===== config.mk =====
export PLATFORM = sky130hd
export DESIGN_NAME = change_dispenser
export DESIGN_NICKNAME = d
export VERILOG_FILES = /design/src/rtl/change_dispenser_pkg.sv /design/src/rtl/change_dispenser_timer.sv /design/src/rtl/change_dispenser.sv
export SDC_FILE = /design/constraint.sdc
export NUM_CORES = 1
export LEC_CHECK = 0
export CAP_MARGIN = 20
export CORE_MARGIN = 3
export CORE_UTILIZATION = 56
export CTS_CLUSTER_DIAMETER = 120
export DETAILED_ROUTE_END_ITERATION = 8
export PLACE_DENSITY = 0.8
export SLEW_MARGIN = 25
export SYNTH_ARGS = -nofsm -noshare
export SYNTH_HDL_FRONTEND = slang
export SYNTH_SLANG_ARGS = --single-unit

===== constraint.sdc =====
create_clock -name clock -period 2.6 [get_ports clock]
set_clock_uncertainty 0.2 [all_clocks]
set_input_delay 0.65 -clock clock [delete_from_list [all_inputs] [get_ports clock]]
set_output_delay 0.65 -clock clock [all_outputs]
set_load 0.05 [all_outputs]

===== src/rtl/change_dispenser_pkg.sv =====
// Shared types and constants for the change dispenser: dispenser states,
// fault codes, coin selector values and the largest valid change amount.
package change_dispenser_pkg;

    typedef enum logic [2:0] {
        IDLE,
        SODA_REQ,
        SODA_REL,
        GAP,
        COIN_REQ,
        COIN_REL,
        FAULT
    } disp_state_t;

    typedef enum logic [1:0] {
        FC_NONE      = 2'd0,
        FC_TIMEOUT   = 2'd1,
        FC_NO_CHANGE = 2'd2,
        FC_BAD_CODE  = 2'd3
    } fault_code_t;

    localparam logic NICKEL_SEL = 1'b0;
    localparam logic DIME_SEL   = 1'b1;

    // Change is counted in nickels.
    localparam logic [2:0] MAX_CHANGE = 3'd4;

endpackage


===== src/rtl/change_dispenser_timer.sv =====
// Tracks one four-phase req/ack handshake (ack rise while requesting, ack fall
// after release) and the cycle budget allowed for each of those two waits.
module req_ack_timer #(
    parameter int unsigned TIMEOUT = 1000
) (
    input  logic clock,
    input  logic reset,
    input  logic restart,
    input  logic req_phase,
    input  logic rel_phase,
    input  logic ack,
    output logic done,
    output logic timed_out
);

    localparam int unsigned CW = (TIMEOUT > 1) ? $clog2(TIMEOUT) : 1;

    logic [CW-1:0] count;
    logic          active;

    always_comb begin
        active    = req_phase || rel_phase;
        done      = (req_phase && ack) || (rel_phase && !ack);
        // The wait is abandoned before count can pass TIMEOUT-1, so no wrap.
        timed_out = active && !done && (count == CW'(TIMEOUT - 1));
    end

    always_ff @(posedge clock or posedge reset) begin
        if (reset) begin
            count <= '0;
        end else if (restart) begin
            count <= '0;
        end else if (active) begin
            count <= count + CW'(1);
        end
    end

endmodule


===== src/rtl/change_dispenser.sv =====
// Change dispenser: releases the soda, then pays owed change from the dime and
// nickel hoppers over req/ack handshakes, parking in a sticky fault on errors.
module change_dispenser
    import change_dispenser_pkg::*;
#(
    parameter int unsigned TIMEOUT = 1000,
    parameter int unsigned MIN_GAP = 2
) (
    input  logic       clock,
    input  logic       reset,
    input  logic       release_soda,
    input  logic [2:0] change,
    input  logic       button_press,
    output logic       soda_req,
    input  logic       soda_ack,
    output logic       coin_req,
    output logic       coin_sel,
    input  logic       coin_ack,
    input  logic       nickel_empty,
    input  logic       dime_empty,
    output logic       busy,
    output logic       fault,
    output logic [1:0] fault_code,
    output logic       overrun,
    input  logic       fault_clear
);

    localparam int unsigned GAP_W = (MIN_GAP > 1) ? $clog2(MIN_GAP) : 1;

    disp_state_t      state, state_n;
    fault_code_t      code_q, code_n;
    logic [2:0]       remaining, remaining_n;
    logic [GAP_W-1:0] gap_cnt;
    logic             sel_n, overrun_n;
    logic             trigger, restart, gap_done;
    logic             req_phase, rel_phase, hs_ack, hs_done, hs_timeout;

    always_comb begin
        trigger   = release_soda && button_press;
        req_phase = (state == SODA_REQ) || (state == COIN_REQ);
        rel_phase = (state == SODA_REL) || (state == COIN_REL);
        hs_ack    = ((state == SODA_REQ) || (state == SODA_REL)) ? soda_ack : coin_ack;
        gap_done  = (gap_cnt == GAP_W'(MIN_GAP - 1));
    end

    req_ack_timer #(.TIMEOUT(TIMEOUT)) u_timer (
        .clock     (clock),
        .reset     (reset),
        .restart   (restart),
        .req_phase (req_phase),
        .rel_phase (rel_phase),
        .ack       (hs_ack),
        .done      (hs_done),
        .timed_out (hs_timeout)
    );

    always_comb begin
        state_n     = state;
        code_n      = code_q;
        remaining_n = remaining;
        sel_n       = coin_sel;
        case (state)
            IDLE: begin
                if (trigger) begin
                    if (change > MAX_CHANGE) begin
                        state_n = FAULT;
                        code_n  = FC_BAD_CODE;
                    end else begin
                        state_n     = SODA_REQ;
                        remaining_n = change;
                    end
                end
            end
            SODA_REQ, COIN_REQ, SODA_REL, COIN_REL: begin
                if (hs_done) begin
                    case (state)
                        SODA_REQ: state_n = SODA_REL;
                        COIN_REQ: state_n = COIN_REL;
                        default:  state_n = GAP;
                    endcase
                end else if (hs_timeout) begin
                    state_n = FAULT;
                    code_n  = FC_TIMEOUT;
                end
            end
            GAP: begin
                if (gap_done) begin
                    if (remaining == 3'd0) begin
                        state_n = IDLE;
                    end else if (remaining >= 3'd2 && !dime_empty) begin
                        state_n     = COIN_REQ;
                        sel_n       = DIME_SEL;
                        remaining_n = remaining - 3'd2;
                    end else if (!nickel_empty) begin
                        state_n     = COIN_REQ;
                        sel_n       = NICKEL_SEL;
                        remaining_n = remaining - 3'd1;
                    end else begin
                        state_n = FAULT;
                        code_n  = FC_NO_CHANGE;
                    end
                end
            end
            FAULT: begin
                if (fault_clear) begin
                    state_n = IDLE;
                    code_n  = FC_NONE;
                end
            end
            default: state_n = IDLE;
        endcase

        restart = (state_n != state);

        overrun_n = overrun;
        if (trigger && state != IDLE) begin
            overrun_n = 1'b1;
        end else if (fault_clear) begin
            overrun_n = 1'b0;
        end
    end

    // Outputs are registered from the next state so they change with it.
    always_ff @(posedge clock or posedge reset) begin
        if (reset) begin
            state     <= IDLE;
            code_q    <= FC_NONE;
            remaining <= '0;
            gap_cnt   <= '0;
            soda_req  <= 1'b0;
            coin_req  <= 1'b0;
            coin_sel  <= NICKEL_SEL;
            busy      <= 1'b0;
            fault     <= 1'b0;
            overrun   <= 1'b0;
        end else begin
            state     <= state_n;
            code_q    <= code_n;
            remaining <= remaining_n;
            if (restart) begin
                gap_cnt <= '0;
            end else if (state == GAP) begin
                gap_cnt <= gap_cnt + GAP_W'(1);
            end
            soda_req  <= (state_n == SODA_REQ);
            coin_req  <= (state_n == COIN_REQ);
            coin_sel  <= sel_n;
            busy      <= (state_n != IDLE);
            fault     <= (state_n == FAULT);
            overrun   <= overrun_n;
        end
    end

    assign fault_code = code_q;

endmodule

After elaboration in Yosys (flattened, before gate mapping)
Index checks and enable logic that the tools add are counted.
{ "word_totals": {"output_inout_bits": 8, "ram_bits": 0, "memories": 0, "rom_bits": 0, "reg_bits": 25, "wordCells": 106, "latchBits": 0, "input_bits": 12} }
{ "op_classes": {"muxes": 37, "n_eq_ne": 23, "shifts": 0, "add_sub_neg": 4, "div_mod_pow": 0, "bitwise": 1, "reduce_logical": 28, "order_cmp": 2, "mul": 0} }
{ "ops": {"columns": ["operator", "n"], "rows": [
  ["$mux 3", 13],
  ["$mux 2", 11],
  ["$mux 10", 2],
  ["$ne 2x2->1 const B", 10],
  ["$eq 3x3->1 const B", 5],
  ["$pmux 3 s2", 2],
  ["$pmux 3 s4", 1],
  ["$add 10x1->10 const B", 1],
  ["$eq 10x10->1 const B", 1],
  ["$reduce_and 10->1", 1],
  ["$pmux 2 s4", 1],
  ["$reduce_bool 2->1", 4],
  ["$logic_and 1x1->1", 7],
  ["$mux 1", 7],
  ["$eq 3x1->1 const B", 2],
  ["$eq 3x2->1 const B", 2],
  ["$logic_not 3->1", 2],
  ["$reduce_and 6->1", 1],
  ["$reduce_bool 3->1", 2],
  ["$logic_or 1x1->1", 5],
  ["$reduce_and 4->1", 1],
  ["$reduce_bool 4->1", 1],
  ["$reduce_or 4->1", 1],
  ["$ge 3x2->1 const B", 1],
  ["other kinds (9)", 11]
]} }

Longest topological paths before layout
{ "depth": {"ltp_word": 14, "ltp_mapped": 9, "mapped_depth_nobuf": 8} }

Modules after synthesis
From an unflattened synthesis, not the netlist that was laid out.
{ "unflattened": {"cells_unflattened": 180, "area_unflattened_um2": 1656.6} }
{ "modules_own_cells": {"columns": ["module", "cells_per_inst", "area_each_um2", "seq_area_each_um2", "instances"], "rows": [
  ["change_dispenser", 127, 1143.6, 375.4, 1],
  ["req_ack_timer", 53, 513.0, 250.2, 1]
]} }

Worst setup path before layout
OpenSTA, ideal clock, no wires.
{ "synth_path": {"kind": "input -> register", "start": "input coin_ack", "end": "register u_timer.count[6]", "stages": 7, "setup_ns": 0.119, "setup_slack_ns": 0.527, "arrival_time_ns": 1.754, "path_cell_list": "xor2_1 a22o_1 a221oi_4 a211oi_1 o211ai_2 buf_6 nor2_2"} }
{ "synth_between": {"elab_chain_cells": 12, "word_cells_on_any_way": 14, "cone_classes": "1 x eq/ne; 5 x mux; 8 x reduce/logical"} }
{ "synth_rtl": {"columns": ["element", "line", "rtl"], "rows": [
  ["from (decl)", "change_dispenser.sv:18", "input logic coin_ack,"],
  ["$mux 1 (*)", "change_dispenser.sv:42", "hs_ack = ((state == SODA_REQ) || (state == SODA_REL)) ? soda_ack : coin_ack;"],
  ["$logic_not 1->1", "change_dispenser_timer.sv:23", "done = (req_phase && ack) || (rel_phase && !ack);"],
  ["$logic_and 1x1->1", "change_dispenser_timer.sv:23", null],
  ["$logic_or 1x1->1 (*)", "change_dispenser_timer.sv:23", null],
  ["$logic_not 1->1", "change_dispenser_timer.sv:25", "timed_out = active && !done && (count == CW'(TIMEOUT - 1));"],
  ["$logic_and 1x1->1 (2 in series)", "change_dispenser_timer.sv:25", null],
  ["$mux 3", "change_dispenser.sv:81", "end else if (hs_timeout) begin"],
  ["$mux 3 (*)", "change_dispenser.sv:75", "if (hs_done) begin"],
  ["$pmux 3 s4 (*)", "change_dispenser.sv:62", "case (state)"],
  ["$ne 3x3->1 (*)", "change_dispenser.sv:113", "restart = (state_n != state);"],
  ["$mux 10 or $reduce_bool 2->1 (tied branches)", null, null],
  ["to (signal assigned)", "change_dispenser_timer.sv:34", "count <= count + CW'(1);"],
  ["to (decl)", "change_dispenser_timer.sv:18", "logic [CW-1:0] count;"]
]} }
Every way passes the cells marked *; elsewhere a longest branch is shown, timed or not.
A chain may end at the register's enable or synchronous reset.

Final worst setup path
{ "layout_path": {"start": "input coin_ack", "end": "register u_timer.count[5]"} }
Same word-level chain as after synthesis.

==> results.txt <==
----------------------------------------------------
[Run status]
  Outcome ... complete, no violations

[Synthesis]
  Area fraction of the dominant cell type after synthesis ... 0.363
  Number of register bits inferred by synthesis ... 25
  Average footprint of a synthesized cell ... 9.46 µm²
  Post-synth net total ... 199
  Top flip-flop cell by instance count after synthesis ... dfrtp_1
  Post-Syn Instances ... 182
  Number of enable flip-flop cells after synthesis ... 0
  Syn Std Cell Area ... 1720 µm²
  Sequential cell area fraction in the yosys report ... 0.363
  Yosys warns ... 0
  Commonest cells in the netlist ... 25 x dfrtp_1, 19 x nand2_1, 11 x nor2_1, 11 x nor2_2
  Cell type contributing the most total cell area after synthesis ... dfrtp_1
  Share of flip-flops with an asynchronous set or reset after synthesis ... 1.00
  Cell types occupying the most area after synthesis ... dfrtp_1 36%, nand2_1 4.1%, nor2_2 4.0%, ha_1 3.6%, xnor2_1 3.6%
  Number of distinct standard cells referenced by the synthesized netlist ... 53
  Most used standard cell by instance count after synthesis ... dfrtp_1

[Die]
  Die X-Extent ... 61.4 µm
  Ports ... 20
  Row cnt ... 19
  Effective utilization at floorplan ... 0.604
  Area of the die ... 3780 µm²
  Core area ... 2850 µm²
  Die height ... 61.4 µm

[STA]
  Final Hold Fails ... 0
  Fin crit share ... 0.925
  Final worst hold slack ... 0.307 ns
  Slew margin rel. ... 0.616
  Peak Freq ... 416 MHz
  Number of endpoints failing setup at the final stage ... 0
  Worst-margin pin slew ... 0.577 ns
  Unrepaired setup endpoints after global routing ... no
  Final number of max-transition violations ... 0
  Shortest period the worst path allows ... 2.40 ns

[Drt]
  Routed WL per cell ... 15.2 µm
  Final routed DRC violation total ... 0
  Count of antenna-violating nets left after detailed routing ... 0
  DR vias/cell ... 5.88
  Total vias in the final route ... 1453
  DRC violation total after the first TritonRoute iteration ... 73
  Final Routed Wirelength ... 3750 µm
  Number of optimization iterations in the first detailed-route pass ... 4

[Layout]
  Combined area of the multi-input logic cells ... 1010 µm²
  Area added between synthesis and finish ... 19.5%
  Post-layout nets ... 234
  Utilization of the core after routing ... 0.721
  # fillers ... 215
  Ratio of cells with drive above 1 in the final layout ... 0.185
  Ant diodes ... 0
  Area taken by flip-flops and latches ... 626 µm²

[Clock tree]
  Hold buffer count at cts ... 0
  Number of resized instances in the post-cts repair step ... 0
  Maximum level of the CTS H-tree ... 1
  CTS sink count ... 25
  Setup fix buffers added after clock tree synthesis ... 0
  Cts bufs inserted ... 3
  Clk Tree Root Cell ... clkbuf_4
  Clock-pin slew on the worst setup and hold paths ... 0.13 ns
  Clock latency of the later-clocked register in the worst-skew pair ... 0.32 ns
  CTS tree ... built
  Bufs on Longest Clock Path ... 2

[Setup path]
  Slowest stage cell, crit path ... clkdlybuf4s50_1
  Reg2Reg Setup Slack ... 0.22 ns
  Category of the critical setup timing path ... input pin to register
  Critical path buffers and inverters ... 2
  CP Depth ... 8
  Worst reg2reg path startpoint ... state[0]
  Cell family with the largest share of critical-path delay ... compound AO/OA/AOI/OAI gates
  Required time at the worst-slack endpoint ... 2.66 ns
  Reg2Reg Capture Point ... u_timer.count[5]
  Launching element type of the critical path ... input pin
  Number of cell instances on the worst register-to-register path ... 7
  Worst EP arrival ... 2.47 ns
  Crit. End Element ... register
  List of cells traversed by the critical path ... clkdlybuf4s50_1, xor2_1, a211oi_1, nand2_1, a211oi_1, o211ai_2, buf_12, nor2_2
  CP Launch Point ... coin_ack
  Worst Setup EP ... u_timer.count[5]
  CP most frequent cell ... a211oi_1
  Critical Path Max Stage Delay ... 0.46 ns
  Maximum fanout count along the critical path ... 10

[Power]
  Static leakage power ... 0.000871 µW
  Power density normalized to cell area ... 1170 nW/µm²
  Peak ir drop on the vdd network ... 0.000665 V
  Total design power ... 2400 µW

[Placed design]
  Count of buffers from port buffering ... 19
  Routability Congestion ... 0.939
  Half-perimeter wire length after placement ... 2920 µm

[GRT]
  Initial antenna violation count ... 0
  Largest net degree at the start of global routing ... 26
  Wire length of the first global-routing pass ... 6380 µm
  Vias in the first global route ... 1411
  Global routing usage summed across all routing layers ... 0.225
  Total congestion overflow after global routing ... 0

[Run]
  Max Cap Violations ... 0

[Worst hold path]
  Class of the tightest hold or removal check ... register to register

----------------------------------------------------
-- through the flow --
| step | TNS [ns] | setup slack [ns] | std cells | area, µm² |
|---|---|---|---|---|
| after floorplan | 0 | 0.527 | 182 | 1720 |
| after global placement | -0.700 | -0.0707 | 243 | 2030 |
| after detailed placement | -1.13 | -0.120 | 243 | 2030 |
| after CTS | 0 | 0.215 | 247 | 2060 |
| after global routing | 0 | 0.0742 | 247 | 2060 |
| final | 0 | 0.196 | 247 | 2060 |
-- power breakdown --
part	switching (µW)	internal, µW
registers	140	494
logic	899	694
clock network	116	60.1
-- worst register-to-register path, cell delays in order (launching register included) --
cell,delay [ns]
dfrtp_1,0.73
nor3_1,0.17
and2_2,0.27
a221oi_4,0.34
a211oi_1,0.11
o211ai_2,0.25
buf_12,0.18
nor2_2,0.05
-- state kept, by name (all words and copies together), names as in the netlist --
signal	count
fault_code	2
busy	1
state	3
remaining	3
fault	1
gap_cnt	1
coin_sel	1
u_timer.count	10
soda_req	1
overrun	1
coin_req	1
-- worst min-delay path by stage --
stage                              from  slack, ns  depth (start not counted)             to
after detailed placement  fault_code[1]       0.28                          1  fault_code[1]
after floorplan            remaining[1]       0.31                          2   remaining[1]
after global routing      fault_code[1]       0.33                          1  fault_code[1]
final                           overrun       0.31                          1        overrun
after global placement          overrun       0.27                          1        overrun
after CTS                 fault_code[1]       0.31                          1  fault_code[1]
-- logic make-up after synthesis --
family                   synth area share
adder cells (fa/ha/maj)            0.0363
multiplexers                       0.0305
XOR/XNOR                           0.0872
AND/OR/NAND/NOR                     0.251
buffers and inverters              0.0501
AO/OA/AOI/OAI                       0.182
flip-flops                          0.363
-- layout by cell type (no fill, tap or decap), types with 3 or more instances in the layout --
| cell | synthesis | layout |
|---|---|---|
| a211oi_1 | 5 | 5 |
| nand3_1 | 3 | 3 |
| mux2i_1 | 3 | 3 |
| nand2_1 | 19 | 19 |
| ha_1 | 5 | 5 |
| nor3_1 | 6 | 6 |
| clkdlybuf4s50_1 | 0 | 19 |
| dfrtp_1 | 25 | 25 |
| inv_1 | 8 | 8 |
| buf_4 | 1 | 15 |
| clkbuf_4 | 0 | 3 |
| a21oi_1 | 8 | 8 |
| xnor2_1 | 7 | 7 |
| o21ai_0 | 7 | 7 |
| nor2_1 | 11 | 11 |
| o21ai_1 | 3 | 3 |
| nor2_2 | 11 | 11 |
| nand2b_1 | 5 | 5 |
| xor2_1 | 7 | 7 |
| nand4_1 | 3 | 3 |
-- layout make-up --
class                   instances  share of cell area
multi-input cells             143               0.491
flip-flops and latches         25               0.304
repair buffers                 35               0.157
well taps                      31              0.0189
inverters                       9              0.0164
clock buffers                   4              0.0128
-- layer usage --
metal / vias up / global-route usage / part of all wire
li1: 711 / - / -
met1: 693 / 0.303 / 0.46
met2: 45 / 0.385 / 0.48
met3: 4 / 0.0273 / 0.046
met4: 0 / 0.0545 / 0.0083
met5: - / 0 / 0
Note: power is estimated with default switching activity, not from simulation.
